### config.mk
export PLATFORM = sky130hd
export DESIGN_NAME = apb_regbank
export DESIGN_NICKNAME = d
export VERILOG_FILES = /design/src/rtl/apb_pkg.sv /design/src/rtl/apb_wait_ctrl.sv /design/src/rtl/apb_regbank.sv
export SDC_FILE = /design/constraint.sdc
export NUM_CORES = 1
export LEC_CHECK = 0
export ABC_AREA = 1
export ABC_CLOCK_PERIOD_IN_PS = 1800
export BUFFER_PORTS_ARGS = -buffer_cell sky130_fd_sc_hd__buf_2
export CAP_MARGIN = 20
export CORE_ASPECT_RATIO = 2
export CORE_MARGIN = 5
export CORE_UTILIZATION = 40
export DETAILED_ROUTE_END_ITERATION = 16
export HOLD_SLACK_MARGIN = 0.05
export PLACE_DENSITY = 0.69
export SLEW_MARGIN = 25
export SYNTH_ARGS = -nofsm -noshare
export SYNTH_HDL_FRONTEND = slang
export SYNTH_HIERARCHICAL = 1
export SYNTH_SLANG_ARGS = --single-unit
### constraint.sdc
create_clock -name PCLK -period 1.8 [get_ports PCLK]
set_clock_uncertainty 0.1 [all_clocks]
set_input_delay 0.18 -clock PCLK [delete_from_list [all_inputs] [get_ports PCLK]]
set_output_delay 0.18 -clock PCLK [all_outputs]
set_load 0.03 [all_outputs]
### src/rtl/apb_pkg.sv
// Shared APB slave definitions: FSM states, response codes and address check.
package apb_pkg;

    typedef enum logic {
        IDLE   = 1'b0,
        ACCESS = 1'b1
    } apb_state_e;

    localparam logic RESP_OKAY  = 1'b0;
    localparam logic RESP_ERROR = 1'b1;

    // True when a word address falls inside a bank of nregs registers.
    function automatic logic addr_valid(input int unsigned addr, input int unsigned nregs);
        return addr < nregs;
    endfunction

endpackage

### src/rtl/apb_wait_ctrl.sv
// APB SETUP/ACCESS sequencer with a programmable number of wait states.
// Produces the registered PREADY, the SETUP-accept strobe, the completion
// strobe and resp_load, which is high on the edge that raises PREADY.
module apb_wait_ctrl
    import apb_pkg::*;
#(
    parameter int unsigned WAIT_STATES = 0
) (
    input  logic PCLK,
    input  logic PRESETn,
    input  logic psel,
    input  logic penable,
    output logic pready,
    output logic accept,
    output logic complete,
    output logic resp_load
);

    if (WAIT_STATES > 15) begin : g_bad_wait_states
        $error("apb_wait_ctrl: WAIT_STATES must be in 0..15");
    end

    localparam logic [3:0] WS_LOAD = 4'(WAIT_STATES);
    localparam bit         NO_WAIT = (WAIT_STATES == 0);

    apb_state_e state;
    logic [3:0] cnt;

    // A SETUP phase is accepted from IDLE, or back-to-back on the completing edge.
    assign accept    = psel && !penable && (state == IDLE || pready);
    assign complete  = pready;
    assign resp_load = (accept && NO_WAIT) ||
                       (state == ACCESS && !pready && psel && cnt == 4'd1);

    // FSM, wait counter and registered PREADY.
    // NOTE: sequential state uses non-blocking assignments so every flop samples
    // pre-edge values; blocking here would create order-dependent simulation races.
    always_ff @(posedge PCLK or negedge PRESETn) begin
        if (!PRESETn) begin
            state  <= IDLE;
            cnt    <= '0;
            pready <= 1'b0;
        end else begin
            pready <= resp_load;
            case (state)
                IDLE: begin
                    if (accept) begin
                        state <= ACCESS;
                        cnt   <= WS_LOAD;
                    end
                end
                ACCESS: begin
                    if (pready) begin
                        if (accept) cnt   <= WS_LOAD;
                        else        state <= IDLE;
                    end else if (!psel) begin
                        // Master abandoned the transfer: drop it silently.
                        state <= IDLE;
                        cnt   <= '0;
                    end else if (cnt != 4'd0) begin
                        cnt <= cnt - 4'd1;
                    end
                end
                default: state <= IDLE;
            endcase
        end
    end

endmodule

### src/rtl/apb_regbank.sv
// APB3 register bank: NREGS x DWIDTH registers, optional hardware-fed
// read-only slots, per-register write strobes and wait-state support.
module apb_regbank
    import apb_pkg::*;
#(
    parameter int unsigned        DWIDTH      = 8,
    parameter int unsigned        NREGS       = 4,
    parameter int unsigned        AWIDTH      = 4,
    parameter int unsigned        WAIT_STATES = 0,
    parameter logic [NREGS-1:0]   RO_MASK     = '0,
    parameter logic [DWIDTH-1:0]  RST_VAL     = '0
) (
    input  logic                     PCLK,
    input  logic                     PRESETn,
    input  logic                     PSEL,
    input  logic                     PENABLE,
    input  logic                     PWRITE,
    input  logic [AWIDTH-1:0]        PADDR,
    input  logic [DWIDTH-1:0]        PWDATA,
    output logic [DWIDTH-1:0]        PRDATA,
    output logic                     PREADY,
    output logic                     PSLVERR,
    input  logic [NREGS*DWIDTH-1:0]  hw_in,
    output logic [NREGS*DWIDTH-1:0]  regs_out,
    output logic [NREGS-1:0]         wr_pulse
);

    if ((2 ** AWIDTH) < NREGS) begin : g_bad_awidth
        $error("apb_regbank: AWIDTH too narrow to address NREGS registers");
    end

    logic              accept, complete, resp_load;
    logic [AWIDTH-1:0] addr_q;
    logic              write_q, err_q;
    logic [AWIDTH-1:0] cur_addr;
    logic              cur_write, cur_err;
    logic              ro_paddr, dec_err;
    logic [DWIDTH-1:0] rd_val;
    logic [DWIDTH-1:0] regs_q [NREGS];

    apb_wait_ctrl #(
        .WAIT_STATES (WAIT_STATES)
    ) u_wait_ctrl (
        .PCLK      (PCLK),
        .PRESETn   (PRESETn),
        .psel      (PSEL),
        .penable   (PENABLE),
        .pready    (PREADY),
        .accept    (accept),
        .complete  (complete),
        .resp_load (resp_load)
    );

    // Decode the incoming SETUP, and pick the live or captured transfer for the response.
    // NOTE: every always_comb output gets a default first so no path infers a latch.
    always_comb begin
        ro_paddr = 1'b0;
        for (int i = 0; i < int'(NREGS); i++) begin
            if (PADDR == AWIDTH'(i)) ro_paddr = RO_MASK[i];
        end
        dec_err   = (!addr_valid(32'(PADDR), NREGS) || (PWRITE && ro_paddr)) ? RESP_ERROR : RESP_OKAY;
        cur_addr  = accept ? PADDR   : addr_q;
        cur_write = accept ? PWRITE  : write_q;
        cur_err   = accept ? dec_err : err_q;
    end

    // Read mux: RO slots return live hardware values, others the stored register.
    always_comb begin
        rd_val = '0;
        for (int i = 0; i < int'(NREGS); i++) begin
            if (cur_addr == AWIDTH'(i)) rd_val = RO_MASK[i] ? hw_in[i*DWIDTH +: DWIDTH] : regs_q[i];
        end
    end

    // Capture address, direction and error decision at SETUP.
    always_ff @(posedge PCLK or negedge PRESETn) begin
        if (!PRESETn) begin
            addr_q  <= '0;
            write_q <= 1'b0;
            err_q   <= RESP_OKAY;
        end else if (accept) begin
            addr_q  <= PADDR;
            write_q <= PWRITE;
            err_q   <= dec_err;
        end
    end

    // Registered response, presented together with PREADY and cleared otherwise.
    always_ff @(posedge PCLK or negedge PRESETn) begin
        if (!PRESETn) begin
            PRDATA  <= '0;
            PSLVERR <= RESP_OKAY;
        end else begin
            PSLVERR <= resp_load ? cur_err : RESP_OKAY;
            PRDATA  <= (resp_load && cur_err == RESP_OKAY && !cur_write) ? rd_val : '0;
        end
    end

    // Commit a successful write on the completing edge and strobe its register.
    // NOTE: the bank is small control state whose contents software relies on
    // after reset, so it is reset explicitly rather than left to a RAM macro.
    always_ff @(posedge PCLK or negedge PRESETn) begin
        if (!PRESETn) begin
            for (int i = 0; i < int'(NREGS); i++) regs_q[i] <= RST_VAL;
            wr_pulse <= '0;
        end else begin
            wr_pulse <= '0;
            if (complete && write_q && err_q == RESP_OKAY) begin
                for (int i = 0; i < int'(NREGS); i++) begin
                    if (addr_q == AWIDTH'(i)) begin
                        regs_q[i]   <= PWDATA;
                        wr_pulse[i] <= 1'b1;
                    end
                end
            end
        end
    end

    // Flatten writable contents; read-only slots drive zero.
    always_comb begin
        regs_out = '0;
        for (int i = 0; i < int'(NREGS); i++) begin
            regs_out[i*DWIDTH +: DWIDTH] = RO_MASK[i] ? '0 : regs_q[i];
        end
    end

endmodule

### Word level (Yosys, flattened, before mapping)

Index checks and enable logic that the tools add are counted.

* flip-flop bits (word level): 57
* input port bits: 49
* output and inout bits: 46

* add/subtract/negate cells: 1
* magnitude comparators: 1
* equal/unequal tests: 8
* multiplexer cells: 24
* bitwise gates (word level): 3
* reductions and logical operators: 21

Operators with widths (number)
* 8-bit two-way mux: 5
* 4-bit two-way mux: 6
* 4-bit by 2-bit == test with 1-bit output, second input constant: 4
* 4-bit by 1-bit == test with 1-bit output, second input constant: 3
* 1-bit two-way mux: 11
* 1-bit logical AND: 9
* 4-bit logical NOT: 2
* 4-bit one-hot mux with 2 select lines: 1
* 2-bit AND reduction: 4
* 4-bit by 3-bit < comparator with 1-bit output, second input constant: 1
* 4-bit by 3-bit inequality test with 1-bit output, second input constant: 1
* 4-bit nonzero test: 1
* 4-bit by 1-bit subtractor with 4-bit output, second input constant: 1
* 1-bit logical NOT: 3
* 1-bit NOT: 3
* 1-bit logical OR: 2
* 1-bit one-hot mux with 2 select lines: 1

### Depth between registers and ports, before layout

Gate-level depths: netlist of the first run.

* depth in word-level cells: 10
* depth in mapped cells: 15
* mapped depth without buffers: 13

### By module

Netlist of the first run, hierarchy kept.

Modules (own cells, without submodules)
* apb_regbank: times used 1, cells each 253, area an instance 2381.0 um^2
* apb_wait_ctrl: times used 1, cells each 55, area an instance 400.4 um^2

### Worst setup path after synthesis of the first run

Ideal clock, no wire load.

* path kind: register to register
* start: register u_wait_ctrl.pready (netlist: u_wait_ctrl/complete)
* end: register PRDATA[3]
* data arrival time: 1.540 ns
* path slack: 0.044 ns
* stages on the path, launching flop included: 13
* path buffers: 2
* path through: dfrtp_1 > nor2_4 > inv_2 > nand2_1 > inv_1 > buf_6 > nand2_2 > nand2_4 > nor2_8 > buf_8 > nand3b_1 > nand3_1 > nor2_2

* longest elaborated chain between the ends: 9

RTL lines
* start, declared: RTL line apb_wait_ctrl.sv:13 `output logic pready,`
* start signal, assigned: RTL line apb_wait_ctrl.sv:44 `pready <= resp_load;`
* 1-bit logical OR *: RTL line apb_wait_ctrl.sv:30 `assign accept = psel && !penable && (state == IDLE || pready);`
* 1-bit logical AND *: RTL line apb_wait_ctrl.sv:30
* named net accept: RTL line apb_regbank.sv:32 `logic accept, complete, resp_load;`
* 4-bit two-way mux *
* named net cur_addr[3]: RTL line apb_regbank.sv:35 `logic [AWIDTH-1:0] cur_addr;`
* 4-bit logical NOT: RTL line apb_regbank.sv:71 `if (cur_addr == AWIDTH'(i)) rd_val = RO_MASK[i] ? hw_in[i*DWIDTH +: DWIDTH] : regs_q[i];`
* 8-bit two-way mux (3 in a row): RTL line apb_regbank.sv:71
* 8-bit two-way mux *: RTL line apb_regbank.sv:71
* 8-bit two-way mux *: RTL line apb_regbank.sv:95 `PRDATA <= (resp_load && cur_err == RESP_OKAY && !cur_write) ? rd_val : '0;`
* end signal, assigned: RTL line apb_regbank.sv:95
* end, declared: RTL line apb_regbank.sv:20 `output logic [DWIDTH-1:0] PRDATA,`

Mark *: on every way through the listed nets, which the timed path passes. The rest lies on a longest branch.
A chain may end at the register's enable or synchronous reset.

### Worst setup path in the final report of the first run

* start: register u_wait_ctrl.state
* end: register PRDATA[7]

* longest elaborated chain between the ends: 10

RTL lines
* start, declared: RTL line apb_wait_ctrl.sv:26 `apb_state_e state;`
* start signal, assigned: RTL line apb_wait_ctrl.sv:40 `state <= IDLE;`
* start signal, assigned: RTL line apb_wait_ctrl.sv:48 `state <= ACCESS;`
* start signal, assigned: RTL line apb_wait_ctrl.sv:55 `else state <= IDLE;`
* 1-bit NOT *: RTL line apb_wait_ctrl.sv:30
* 1-bit logical OR *: RTL line apb_wait_ctrl.sv:30
* 1-bit logical AND *: RTL line apb_wait_ctrl.sv:30
* named net accept: RTL line apb_regbank.sv:32
* 4-bit two-way mux *
* named net cur_addr[2]: RTL line apb_regbank.sv:35
* 4-bit logical NOT: RTL line apb_regbank.sv:71
* 8-bit two-way mux (3 in a row): RTL line apb_regbank.sv:71
* 8-bit two-way mux *: RTL line apb_regbank.sv:71
* 8-bit two-way mux *: RTL line apb_regbank.sv:95

Marks and branches as above.

==> results of run 1 <==
-- worst max path at each step --
stage	start	end	cells past startpoint
finish	u_wait_ctrl/state	PRDATA[7]	13
global route	u_wait_ctrl/state	PRDATA[7]	14
CTS	u_wait_ctrl/state	PRDATA[5]	13
detailed placement	u_wait_ctrl/state	PRDATA[5]	13
global placement	u_wait_ctrl/state	PRDATA[3]	13
floorplan	u_wait_ctrl/complete	PRDATA[3]	12
-- layout by cell type (no fill, tap or decap), types with 3 or more instances in the layout --
cell type,synthesis,final
buf_12,0,3
buf_2,1,62
buf_4,1,15
buf_6,3,3
clkbuf_16,0,11
clkinv_2,0,3
dfrtp_1,57,57
dlygate4sd3_1,0,10
inv_1,32,30
inv_2,3,4
nand2_1,71,70
nand2_2,9,4
nand2_4,3,9
nand3_1,18,14
nand3_2,5,9
nand3b_1,16,16
nor2_1,24,24
nor2_2,8,8
nor2_4,4,4
o21ai_0,28,28
o21ai_1,6,6
-- worst register-to-register path, cell delays in order (launching register included) --
cell       delay (ns)
dfrtp_1          0.36
inv_2            0.07
nor2_4           0.04
inv_2            0.07
nand2_4          0.07
inv_8            0.11
inv_8            0.05
nand2_4          0.06
nand2_4          0.06
nor2_8           0.25
clkbuf_16        0.21
nand3b_1         0.07
nand3_1          0.09
nor2_1           0.05
-- metrics by stage --
step	util [%]	setup TNS, ns	setup slack (ns)
floorplan	-	0	0.0440
global placement	47.9	-0.406	-0.0582
detailed placement	47.9	-0.611	-0.102
CTS	53.4	0	0.0195
global route	55.8	-0.541	-0.108
finish	55.8	0	0.0350
-- registers in the layout, indices dropped and copies added, names as in the netlist --
signal,count
PRDATA,8
PSLVERR,1
addr_q,4
err_q,1
regs_out,32
u_wait_ctrl/cnt,4
u_wait_ctrl/complete,1
u_wait_ctrl/state,1
wr_pulse,4
write_q,1
-- area by class of cell --
class                      instances  area share, %
inverter                          37           4.01
clock buffer                      11           6.06
sequential                        57           37.1
multi-input combinational        206           31.3
tap                               90           2.93
clock inverter                     4           1.17
timing repair buffer              95           17.4
-- cell families after synthesis --
kind of cell	count (synthesis)	synth area share (%)
buffers and inverters	45	7.65
AOI/OAI and AO/OA	36	6.52
and+or+nand+nor	168	33.6
adders and majority gates	2	0.900
DFF	57	51.3
-- layer usage --
layer	GRT usage, %	routed length, µm	vias up
li1	-	-	1175
met1	17.8	2350	1071
met2	26.4	3630	52
met3	5.61	414	15
met4	8.39	175	0
met5	0	0	-
-- repair_timing --
item	CTS	global route
gates resized for setup	1	19
cloned	0	3
endpoints found under the hold margin	66	0
pin swaps	0	6
buffers inserted	0	3
hold buffers	10	0
endpoints found under the setup margin	8	11
-- power groups by stage --
stage | combinational [µW] | sequential, µW | clock [µW]
after global placement | 1820 | 1850 | 0
after CTS | 1880 | 1840 | 1600
after floorplan | 771 | 2330 | 0
after global routing | 2180 | 1880 | 1670
final | 1990 | 1840 | 1570
after detailed placement | 1870 | 1850 | 0
-- Yosys cell counts --
cell,instances
or2_2,1
dfrtp_1,57
buf_4,1
buf_8,1
a21oi_1,1
ha_1,2
o21ai_1,6
inv_6,1
nand4_2,3
buf_6,3
a31oi_1,1
inv_1,32
nand3b_1,16
inv_2,3
nor2_2,8
nand4_4,1
nor2_1,24
nand2_1,71
nand2_2,9
nor3_4,1
nor2_8,2
nand2_4,3
nor4_1,2
o21ai_0,28
buf_2,1
nand3_1,18
clkbuf_1,2
nand3_2,5
nor2_4,4
clkinv_1,1
==> metrics.cfg, run 1 <==
[sta]
hold_viol_final=0
min_period_ns=1.76
timing.hold.ws_ns=0.0525
fmax_ghz=0.567
layout_worst_path_cycle_share_pct=98.1
final_max_slew_viol_count=0
slew_headroom_pct=74.2
worstMarginPinSlew_ns=0.386
setup_viol=0
rsz0062_at_grt=yes

[critical_path]
max_stage_delay_ns=0.36
worstPathArrival_ns=1.88
critical-path-slowest-cell=dfrtp_1
crit_chain=inv_2 -> nor2_4 -> inv_2 -> nand2_4 -> inv_8 -> inv_8 -> nand2_4 -> nand2_4 -> nor2_8 -> clkbuf_16 -> nand3b_1 -> nand3_1 -> nor2_1
r2r_start=u_wait_ctrl/state
r2r_cells=13
critPathLaunchType=flip-flop
r2r_setup_slack_ns=0.04
worst-path-buf-inv=5
crit_path_max_fanout=8
cp_common_cell=nand2_4
endpoint_kind=flip-flop
crit_family=simple AND/OR/NAND/NOR gates
cp.required_ns=1.91
reg2reg_to=PRDATA[7]
worstSetupPathType=flip-flop to flip-flop

[logic_synthesis]
syn_area_um2=2780
yosysWarnings=6
syn_area_per_cell_um2=9.03
synth_cell_types=30
synth.net_count=359
ys_seq_area_share_pct=51.3
syn_inst=308
ys_seq_elements=57
yosys-top-cells-area=dfrtp_1, nand2_1, o21ai_0, inv_1, nand3b_1
synth_top_area_share_pct=51.3
yosys.area.top_type=dfrtp_1

[placed_design]
dp_cells=469
gp_congestion=0.852
dpl.hpwl_mm=4.88
port-buffer-count=62
postPlaceCellArea_um2=3300

[grt]
antenna_found_initial=0
first_global_vias=2247
grt_usage_pct=16.1
grt_max_degree=58
grt_pass1_wl_mm=10.4
grt-ovfl-total=0

[die]
die_x_um=69.0
dieArea_um2=8820
io_pins=95
die_h_um=128
design.core.area_um2=6890
start_util_pct=40.4
rows=43

[clocking]
worst_skew_pair.late_latency_ns=0.32
cts_tree=yes
cts_htree_levels=3
clk_pin_slew_worst_paths_ns=0.05
cts_max_path_buffers=2
clockRootBuffer=clkbuf_16
cts.sinks=57
cts_buffers=9

[hold_path]
hold_end=addr_q[2]
hp-class=input port to flip-flop
holdPathStages=3
worstHoldStart=PADDR[2]

[power]
power_switching_uw=2040
p_int_uw=3360
p_seq_share_pct=34.1
irDropWorstVdd_mv=0.795
power.total_uw=5400
p_per_area_nw_per_um2=1410
p_clk_share_pct=29.1
combinationalPowerShare_pct=36.8
leakage_uw=0.00197
swShare_pct=37.9

[routing]
antenna_left=0
drt-initial-drc-count=102
drt_first_pass_iters=4
drc=0
wire_per_inst_um=13.1
routed_wl_mm=6.57
post_drt_via_cell_ratio=4.63
vias=2313

[final_layout]
nNetsFinal=457
multiInputGateArea_um2=1200
diodes=0
post-route-cell-area_um2=3840
regArea_um2=1430
layoutNonFillerInstCount=500
fillCellCount=669
drive_gt1_share_pct=35.6
areaGrowthSynthToFinish_pct=38.1

[job]
maxCapViolations=0

[run_status]
status=finished, final reports clean

Note: power is estimated with default switching activity, not from simulation.
==> run 2, diff against run 1 <==
--- a/config.mk
+++ b/config.mk
@@ -15,6 +15,7 @@
 export DETAILED_ROUTE_END_ITERATION = 16
 export HOLD_SLACK_MARGIN = 0.05
 export PLACE_DENSITY = 0.69
+export REMOVE_ABC_BUFFERS = 1
 export SLEW_MARGIN = 25
 export SYNTH_ARGS = -nofsm -noshare
 export SYNTH_HDL_FRONTEND = slang
==> run 2 against run 1 <==
The flow now finishes with violations (setup timing). Hold slack improved by 0.0038 ns. Wire length increased by 9.1%. Maximum frequency decreased by 6.7%. Final cell count increased by 0.40%. Sequential share of layout area decreased by 0.47 points. Critical path depth unchanged. Global-route usage increased by 2.3 points. Non-clock buffer count increased by 2. Design area increased by 1.3%. Die area unchanged. Combinational power decreased by 4%. Critical path type unchanged. Critical endpoint is now PRDATA[0]. Largest cell class unchanged. Highest routed layer unchanged.
==> metrics.cfg, run 2 (synthesis results as in run 1) <==
[run_status]
status=finished with violations  ; was finished, final reports clean
violations=setup timing

[die]
start_util_pct=40.4  ; unchanged
io_pins=95  ; unchanged
rows=43  ; unchanged
die_h_um=128  ; unchanged
design.core.area_um2=6890  ; unchanged
die_x_um=69.0  ; unchanged
dieArea_um2=8820  ; unchanged

[job]
maxCapViolations=0  ; unchanged

[final_layout]
utilization_pct=56.5  ; was 55.8%
mostFrequentLayoutCells=nand2_1, buf_2, dfrtp_1  ; unchanged
final_common_cell=nand2_1  ; unchanged
drive_gt1_share_pct=37.9  ; was 35.6%
fillCellCount=655  ; was 669
nNetsFinal=459  ; was 457
areaGrowthSynthToFinish_pct=39.9  ; was 38.1%
largest_reg_flops=32  ; unchanged
diodes=0  ; unchanged
layoutNonFillerInstCount=502  ; was 500

[power]
leakage_uw=0.00198  ; was 0.00197 µW
combinationalPowerShare_pct=35.1  ; was 36.8%
p_clk_share_pct=30.8  ; was 29.1%
p_per_area_nw_per_um2=1400  ; was 1410 nW/µm²
power_switching_uw=2090  ; was 2040 µW
p_seq_share_pct=34.1  ; about the same
p_int_uw=3360  ; about the same
irDropWorstVdd_mv=0.748  ; was 0.795 mV
swShare_pct=38.3  ; was 37.9%

[grt]
grt_usage_pct=18.5  ; was 16.1%
grt-ovfl-total=0  ; unchanged
first_global_vias=2515  ; was 2247
antenna_found_initial=0  ; unchanged
grt_max_degree=24  ; was 58
grt_pass1_wl_mm=11.9  ; was 10.4 mm

[hold_path]
hold_end=addr_q[2]  ; unchanged
worstHoldStart=PADDR[2]  ; unchanged
holdPathStages=3  ; unchanged
hp-class=input port to flip-flop  ; unchanged

[sta]
final_max_slew_viol_count=0  ; unchanged
timing.hold.ws_ns=0.0563  ; was 0.0525 ns
rsz0062_at_grt=yes  ; unchanged
worstMarginPinSlew_ns=0.496  ; was 0.386 ns
finalSetupTns_ns=-0.646  ; was 0 ns
min_period_ns=1.89  ; was 1.76 ns
fin_ws_ns=-0.0914  ; was 0.0350 ns
hold_viol_final=0  ; unchanged
layout_worst_path_cycle_share_pct=105  ; was 98.1%
setup_viol=8  ; was 0
slew_headroom_pct=66.9  ; was 74.2%
fmax_ghz=0.529  ; was 0.567 GHz

[placed_design]
pre_cts_ws_ns=-0.116  ; was -0.102 ns
dp_cells=471  ; was 469
gp_congestion=0.806  ; was 0.852
port-buffer-count=62  ; unchanged
dpl.hpwl_mm=5.12  ; was 4.88 mm

[critical_path]
crit_path_max_fanout=8  ; unchanged
worstPathArrival_ns=2.05  ; was 1.88 ns
cp.required_ns=1.96  ; was 1.91 ns
critPathLaunchType=flip-flop  ; unchanged
worstSetupPathType=flip-flop to flip-flop  ; unchanged
endpoint_kind=flip-flop  ; unchanged
r2r_start=u_wait_ctrl/state  ; unchanged
reg2reg_to=PRDATA[0]  ; was PRDATA[7]
r2r_setup_slack_ns=-0.09  ; was 0.04 ns
r2r_cells=13  ; unchanged

[routing]
drc=0  ; unchanged
drt-initial-drc-count=148  ; was 102
routed_wl_mm=7.16  ; was 6.57 mm
antenna_left=0  ; unchanged
wire_per_inst_um=14.3  ; was 13.1 µm
post_drt_via_cell_ratio=4.68  ; was 4.63
vias=2351  ; was 2313
drt_first_pass_iters=4  ; unchanged

[clocking]
cts.sinks=57  ; unchanged
clockRootBuffer=clkbuf_16  ; unchanged
cts_htree_levels=3  ; unchanged
cts_buffers=9  ; unchanged
cts_tree=yes  ; unchanged
cts_max_path_buffers=2  ; unchanged
worst_skew_pair.late_latency_ns=0.33  ; was 0.32 ns
clk_pin_slew_worst_paths_ns=0.05  ; about the same

run 2: what timing repair did:
action,in CTS,in global routing
setup endpoints to repair,8,8
resized for setup,18,12
setup buffers,2,2
pin swaps,6,4
endpoints found under the hold margin,32,0
hold buffers,12,0
run 2: worst max-delay path by stage:
stage | end | depth (start not counted) | slack [ns] | from
6_report | PRDATA[0] | 13 | -0.09 | u_wait_ctrl/state
5_1_grt | PRDATA[2] | 13 | -0.24 | u_wait_ctrl/state
4_1_cts | PRDATA[0] | 12 | -0.09 | u_wait_ctrl/complete
3_5_place_dp | PRDATA[0] | 13 | -0.12 | u_wait_ctrl/state
3_3_place_gp | PRDATA[2] | 13 | -0.06 | u_wait_ctrl/state
2_1_floorplan | PRDATA[0] | 12 | -0.22 | u_wait_ctrl/complete
run 2: routing by layer:
layer  global-route usage, %  vias up  part of all wire (%)
met5                       0        -                     0
met4                    8.51        0                   2.3
met1                    18.8     1104                    37
met2                    32.8       55                    55
met3                    5.79       14                   5.9
li1                        -     1178                     -
run 2: critical path, cell delays in order (launching register included):
cell and delay [ns]:
dfrtp_1 0.37, inv_2 0.07, nor2_4 0.04, inv_2 0.07, nand2_4 0.05, clkinvlp_4 0.19
clkinv_4 0.14, buf_6 0.14, nand2_4 0.05, nand2_4 0.06, nor3_4 0.20, buf_12 0.16
nand3_1 0.08, nor2_1 0.11
run 2: power groups by stage:
stage	combinational, µW	clock [µW]	sequential [µW]
after global placement	1790	0	1860
after global routing	2100	1760	1910
after floorplan	729	0	2340
final	1910	1680	1860
after detailed placement	1830	0	1870
after CTS	1910	1710	1860
run 2: per-stage QoR:
step	area (µm²)	power (µW)
6_report	3890	5450
4_1_cts	3830	5470
2_1_floorplan	2710	3070
3_3_place_gp	3330	3650
5_1_grt	3890	5770
3_5_place_dp	3330	3700
run 2: cell type report:
cell class	count	area [µm²]	share of cell area, %
tap	90	113	2.89
timing repair buffer	97	664	17.1
multi-input combinational	206	1240	31.9
sequential	57	1430	36.7
clock buffer	12	256	6.59
clock inverter	3	40.0	1.03
inverter	37	148	3.80
